===== config.mk =====
export PLATFORM = sky130hd
export DESIGN_NAME = conv_cfg_tx
export DESIGN_NICKNAME = d
export VERILOG_FILES = /design/src/rtl/conv_pkg.sv /design/src/rtl/conv_bit_timer.sv /design/src/rtl/conv_cfg_tx.sv
export SDC_FILE = /design/constraint.sdc
export NUM_CORES = 1
export LEC_CHECK = 0
export CORE_MARGIN = 2
export CORE_UTILIZATION = 48
export DETAILED_ROUTE_END_ITERATION = 8
export PLACE_DENSITY = 0.85
export SYNTH_ARGS = -nofsm -noshare
export SYNTH_HDL_FRONTEND = slang
export SYNTH_SLANG_ARGS = --single-unit

===== constraint.sdc =====
create_clock -name CLOCK -period 1.9 [get_ports CLOCK]
set_input_delay 0.38 -clock CLOCK [delete_from_list [all_inputs] [get_ports CLOCK]]
set_output_delay 0.38 -clock CLOCK [all_outputs]
set_load 0.005 [all_outputs]

===== src/rtl/conv_pkg.sv =====
// Shared types and defaults for the converter config-link transmitter.
// Holds the FSM encoding and small elaboration-time helpers.
package conv_pkg;

    typedef enum logic [2:0] {
        ST_IDLE  = 3'd0,
        ST_RD    = 3'd1,
        ST_LAT   = 3'd2,
        ST_SHIFT = 3'd3,
        ST_GAP   = 3'd4,
        ST_FIN   = 3'd5
    } state_e;

    localparam int CONV_WORDS   = 4;
    localparam int DEF_BIT_DIV  = 24;
    localparam int DEF_GAP_BITS = 2;

    // Counter width able to hold 0..n-1, never narrower than one bit.
    function automatic int cnt_w(input int n);
        return (n > 1) ? $clog2(n) : 1;
    endfunction

    function automatic int frame_cycles(input int words,
                                        input int bit_div,
                                        input int gap_bits);
        return words * (2 + 32 * bit_div + gap_bits * 2 * bit_div) + 1;
    endfunction

endpackage


===== src/rtl/conv_bit_timer.sv =====
// Half-bit tick generator: pulses tick_o once every BIT_DIV cycles
// while clr_i is low, restarting from zero whenever clr_i is high.
module conv_bit_timer
    import conv_pkg::*;
#(
    parameter int BIT_DIV = DEF_BIT_DIV
) (
    input  logic CLOCK,
    input  logic RESET,
    input  logic clr_i,
    output logic tick_o
);

    localparam int          W    = cnt_w(BIT_DIV);
    localparam logic [W-1:0] LAST = W'(BIT_DIV - 1);

    logic [W-1:0] cnt_q;
    logic [W-1:0] cnt_d;

    always_comb begin
        tick_o = (cnt_q == LAST);
        cnt_d  = cnt_q + 1'b1;
        if (clr_i || tick_o) begin
            cnt_d = '0;
        end
    end

    always_ff @(posedge CLOCK or negedge RESET) begin
        if (!RESET) begin
            cnt_q <= '0;
        end else begin
            cnt_q <= cnt_d;
        end
    end

endmodule


===== src/rtl/conv_cfg_tx.sv =====
// Reads register words through the 1-cycle read port and shifts each
// one MSB-first onto the SCK/SDA/OE config link, once per START.
module conv_cfg_tx
    import conv_pkg::*;
#(
    parameter int NUM_WORDS = CONV_WORDS,
    parameter int BIT_DIV   = DEF_BIT_DIV,
    parameter int GAP_BITS  = DEF_GAP_BITS
) (
    input  logic        CLOCK,
    input  logic        RESET,
    input  logic        START,
    input  logic        ABORT,
    output logic        RE_B,
    output logic [1:0]  ADD_B,
    input  logic [15:0] DAT_B,
    output logic        CFG_SCK,
    output logic        CFG_SDA,
    output logic        CFG_OE,
    output logic        BUSY,
    output logic        DONE
);

    localparam int           GW       = cnt_w(2 * GAP_BITS);
    localparam logic [GW-1:0] GAP_LAST = GW'(2 * GAP_BITS - 1);
    localparam logic [1:0]   IDX_LAST = 2'(NUM_WORDS - 1);

    state_e         state_q, state_d;
    logic [1:0]     idx_q, idx_d;
    logic [15:0]    sr_q, sr_d;
    logic [3:0]     bit_q, bit_d;
    logic           half_q, half_d;
    logic [GW-1:0]  gap_q, gap_d;
    logic           word_end;
    logic           tick;
    logic           tmr_clr;

    assign tmr_clr = !((state_q == ST_SHIFT) || (state_q == ST_GAP));

    conv_bit_timer #(
        .BIT_DIV (BIT_DIV)
    ) u_timer (
        .CLOCK  (CLOCK),
        .RESET  (RESET),
        .clr_i  (tmr_clr),
        .tick_o (tick)
    );

    always_comb begin
        state_d  = state_q;
        idx_d    = idx_q;
        sr_d     = sr_q;
        bit_d    = bit_q;
        half_d   = half_q;
        gap_d    = gap_q;
        word_end = 1'b0;

        unique case (state_q)
            ST_IDLE: begin
                if (START) begin
                    state_d = ST_RD;
                    idx_d   = '0;
                end
            end
            ST_RD: begin
                state_d = ST_LAT;
            end
            ST_LAT: begin
                sr_d    = DAT_B;
                bit_d   = 4'd15;
                half_d  = 1'b0;
                state_d = ST_SHIFT;
            end
            ST_SHIFT: begin
                if (tick) begin
                    half_d = !half_q;
                    if (half_q) begin
                        if (bit_q == 4'd0) begin
                            gap_d = '0;
                            if (GAP_BITS == 0) begin
                                word_end = 1'b1;
                            end else begin
                                state_d = ST_GAP;
                            end
                        end else begin
                            bit_d = bit_q - 4'd1;
                            sr_d  = {sr_q[14:0], 1'b0};
                        end
                    end
                end
            end
            ST_GAP: begin
                if (tick) begin
                    if (gap_q == GAP_LAST) begin
                        word_end = 1'b1;
                    end else begin
                        gap_d = gap_q + 1'b1;
                    end
                end
            end
            ST_FIN: begin
                state_d = ST_IDLE;
            end
            default: begin
                state_d = ST_IDLE;
            end
        endcase

        if (word_end) begin
            if (idx_q == IDX_LAST) begin
                state_d = ST_FIN;
            end else begin
                idx_d   = idx_q + 2'd1;
                state_d = ST_RD;
            end
        end

        // Abort overrides any transition computed above, including START.
        if (ABORT) begin
            state_d = ST_IDLE;
            idx_d   = '0;
            bit_d   = '0;
            half_d  = 1'b0;
            gap_d   = '0;
        end
    end

    always_ff @(posedge CLOCK or negedge RESET) begin
        if (!RESET) begin
            state_q <= ST_IDLE;
            idx_q   <= '0;
            sr_q    <= '0;
            bit_q   <= '0;
            half_q  <= 1'b0;
            gap_q   <= '0;
        end else begin
            state_q <= state_d;
            idx_q   <= idx_d;
            sr_q    <= sr_d;
            bit_q   <= bit_d;
            half_q  <= half_d;
            gap_q   <= gap_d;
        end
    end

    // Outputs decode registered state only, so reset clears them at once.
    always_comb begin
        RE_B    = (state_q == ST_RD);
        ADD_B   = (state_q == ST_RD) ? idx_q : 2'b00;
        CFG_SCK = (state_q == ST_SHIFT) && half_q;
        CFG_SDA = (state_q == ST_SHIFT) && sr_q[15];
        CFG_OE  = (state_q == ST_SHIFT) || (state_q == ST_GAP);
        BUSY    = (state_q != ST_IDLE);
        DONE    = (state_q == ST_FIN);
    end

endmodule


==> impl_metrics.ini <==
[yosys]
yosysWarnings = 0
total_standard_cell_area_after_synthesis_um2 = 1860
synth.mux.area_fraction_pct = 11.1
synthXorXnorAreaFrac_pct = 0.943
synth.ff_latch_count = 33
main_combinational_cell_family_by_area_after_synthesis = simple AND/OR/NAND/NOR gates
synth_edf_count = 0
area_share_of_the_largest_cell_type_after_synthesis_pct = 44.5
synthFlopType = sky130_fd_sc_hd__dfrtp_1
postSynthAreaPerCell_um2 = 10.3
synth_compound_gate_area_share_pct = 14.2
synth_largest_area_cell = sky130_fd_sc_hd__dfrtp_1
synthCells = 181
synth-seq-area-share_pct = 44.5
synth_nets = 205
synthTopCellsByArea = sky130_fd_sc_hd__dfrtp_1, sky130_fd_sc_hd__mux2i_1, sky130_fd_sc_hd__nand2_1
synth_cell_types = 48
synth_fa_ha_area_share_pct = 2.70
synth_simple_gate_area_share_pct = 20.8
synth-async-reset-ratio_pct = 100

[routing]
first_pass_iters = 4
drtAntennaViolNets = 0
dr.first_iter.drc_count = 87
drt-wirelength-per-cell_um = 15.7
routed_wl_mm = 4.50
num_vias = 1592
route.detailed.vias_per_inst = 5.57
residual_drc_count = 0

[die]
start_util_pct = 50.3
ioPinCount = 28
dieArea_um2 = 4380
rows = 22
die_x_um = 66.2
die_y_um = 66.2
core_area_um2 = 3690

[timing]
tightestPinTransition_ns = 0.459
timing.slew.headroom_pct = 69.3
rsz0062_at_grt = yes
timing.fmax_mhz = 536
fin_skew_ns = 0.00337
period_share_pct = 98.3
hold_viol_final = 0
max_slew_violation_count = 0
setup_violations = 0
finalWorstPathRequiredPeriod_ns = 1.87
finalSetupTns_ns = 0

[worst_setup_path]
worst-endpoint-arrival_ns = 1.49
worstPathBufferInverterCount = 3
family_of_cells_with_the_greatest_summed_delay_on_the_critical_path = buffers and inverters
timing.setup.critical_path_class = register to primary output
end_kind = primary output
crit_path_max_incr_delay_ns = 0.43
critical_path.slowest_cell = sky130_fd_sc_hd__dfrtp_1
critical_path_cell_list = buf_4 -> inv_2 -> nor3_4 -> and2_1 -> dlygate4sd2_1
critical_path.max_fanout = 5
critical_path_required_ns = 1.52
critPathLaunchType = register

[final_layout]
layout-drive-gt1-share_pct = 26.9
utilization_pct = 69.0
multi_input_comb_area_um2 = 995
areaGrowthSynthToFinish_pct = 37.0
final_layout_fill_cell_count = 290
layout.nets = 261
num_antenna_cells = 0
final-seq-area_um2 = 827

[global_route]
grt_pass1_wl_mm = 6.78
first_global_vias = 1485
grt_util_all_layers_pct = 20.5
grt-ovfl-total = 0
grt_max_degree = 34
grt_antenna_before_repair = 0

[run_status]
outcome = completed

[clock_network]
cts.path.max_buffers = 2
cts_max_level = 2
clkLatencyLatePin_ns = 0.28
path_clk_slew_ns = 0.07
tritoncts = done
clockRootBuffer = sky130_fd_sc_hd__clkbuf_8
holdBufCountCts = 0
cts_inserted_buffers = 5
tritoncts_num_sinks = 33

[run]
timing.max_cap.violations = 0

[worst_hold_path]
min_path_type = register to register

[power_and_ir_drop]
power.density_nw_per_um2 = 788
p_leak_nw = 1.15
worst_ir_drop_vdd_uv = 324
total_power_mw = 2.00

[placed_design]
dpl.hpwl_mm = 2.81
globalplace.congestion = 0.883
count_of_port_buffers_added_during_placement = 27
-- metal layers --
metal	track usage (%)	vias to the layer above	part of all wire, %
met5	0	-	0
met4	5.36	0	1.5
met3	5.45	8	5.7
met2	35.3	54	51
met1	25.4	779	42
li1	-	751	-
-- where the power goes --
group          switching (mW)  leakage [nW]  total, mW  internal (mW)
clock                   0.252        0.0585      0.679          0.428
combinational           0.205         0.659      0.426          0.221
sequential             0.0754         0.429      0.899          0.824
total                   0.532          1.15       2.00           1.47
-- metrics by stage --
step	cells	cell area [um2]	setup WS (ns)	hold slack, ns
floorplan	181	1860	0.0929	0.0844
global placement	267	2270	0.0414	0.446
detailed placement	267	2270	-0.00589	0.451
CTS	280	2440	0.00258	0.460
global route	286	2540	-0.0369	0.507
finish	286	2540	0.0330	0.468
-- cells in the final DEF (no fill, tap or decap), types with 2 or more instances in the layout --
cell type / synthesis / routed
sky130_fd_sc_hd__dfrtp_1: 33 / 32
sky130_fd_sc_hd__buf_4: 3 / 27
sky130_fd_sc_hd__nand2_1: 24 / 24
sky130_fd_sc_hd__clkdlybuf4s50_1: 0 / 19
sky130_fd_sc_hd__mux2i_1: 18 / 18
sky130_fd_sc_hd__o21ai_0: 17 / 17
sky130_fd_sc_hd__nor2_1: 11 / 11
sky130_fd_sc_hd__inv_1: 9 / 7
sky130_fd_sc_hd__clkbuf_8: 0 / 6
sky130_fd_sc_hd__dlygate4sd2_1: 0 / 6
sky130_fd_sc_hd__nand3_1: 5 / 5
sky130_fd_sc_hd__a21oi_1: 5 / 5
sky130_fd_sc_hd__buf_6: 3 / 5
sky130_fd_sc_hd__nor3_1: 5 / 4
sky130_fd_sc_hd__and2_1: 3 / 3
sky130_fd_sc_hd__inv_2: 0 / 2
sky130_fd_sc_hd__nor3b_4: 1 / 2
sky130_fd_sc_hd__or3b_4: 1 / 2
sky130_fd_sc_hd__o21a_1: 2 / 2
sky130_fd_sc_hd__a31o_2: 2 / 2
sky130_fd_sc_hd__ha_1: 4 / 2
sky130_fd_sc_hd__clkbuf_2: 1 / 2
-- final timing paths --
path                                    endpoint  cells after the start  slack, ns             start
worst min register to register  u_timer.cnt_q[0]                      1       0.47  u_timer.cnt_q[0]
max in group asynchronous             state_q[1]                      2       1.06             RESET
min in group asynchronous                sr_q[7]                      2       0.51             RESET
worst min-delay path            u_timer.cnt_q[0]                      1       0.47  u_timer.cnt_q[0]
worst max-delay path                    ADD_B[0]                      5       0.03        state_q[0]
worst max register to register          gap_q[0]                      6       0.04        state_q[1]
-- area by class of cell --
type,instances,share of cell area (%)
Clock buffer,7,3.39
Clock inverter,1,1.18
Inverter,9,1.33
Multi-Input combinational cell,129,39.1
Sequential cell,33,32.5
Tap cell,48,2.36
Timing Repair Buffer,59,20.1
-- flip-flops by register name (all words and copies together) (netlist names) --
| register | flops |
|---|---|
| sr_q | 16 |
| u_timer.cnt_q | 5 |
| bit_q | 4 |
| state_q | 3 |
| gap_q | 2 |
| idx_q | 2 |
| half_q | 1 |
-- what timing repair did --
| item | CTS | global route |
|---|---|---|
| buffers inserted | 5 | 4 |
| gates resized for setup | 16 | 22 |
| cloned | 0 | 2 |
| setup endpoints to repair | 8 | 19 |
| pin swaps | 3 | 4 |
-- worst register-to-register path, delay by kind of cell, from the launching register on --
kind | cells | cell delay [ns]
buffers and inverters | 2 | 0.30
AND/OR/NAND/NOR | 2 | 0.33
flip-flops | 1 | 0.45
multiplexers | 1 | 0.33
AO/OA/AOI/OAI | 1 | 0.35
-- Yosys cell counts, types with 2 or more instances --
cell / instances
sky130_fd_sc_hd__nor3b_1: 2
sky130_fd_sc_hd__nand3_1: 5
sky130_fd_sc_hd__nor3_1: 5
sky130_fd_sc_hd__dfrtp_1: 33
sky130_fd_sc_hd__clkbuf_1: 2
sky130_fd_sc_hd__a221oi_1: 2
sky130_fd_sc_hd__nor2_1: 11
sky130_fd_sc_hd__buf_6: 3
sky130_fd_sc_hd__a21oi_1: 5
sky130_fd_sc_hd__buf_4: 3
sky130_fd_sc_hd__o21a_1: 2
sky130_fd_sc_hd__nand2_1: 24
sky130_fd_sc_hd__inv_1: 9
sky130_fd_sc_hd__a31o_2: 2
sky130_fd_sc_hd__ha_1: 4
sky130_fd_sc_hd__mux2i_1: 18
sky130_fd_sc_hd__and2_1: 3
sky130_fd_sc_hd__a2111oi_0: 2
sky130_fd_sc_hd__o21ai_0: 17
-- cells by family after synthesis --
family / after synthesis
AO/OA/AOI/OAI: 37
XOR/XNOR: 2
adder cells (fa/ha/maj): 4
buffers and inverters: 19
flip-flops: 33
multiplexers: 20
AND/OR/NAND/NOR: 66
Power figures use the tool's default switching activity.
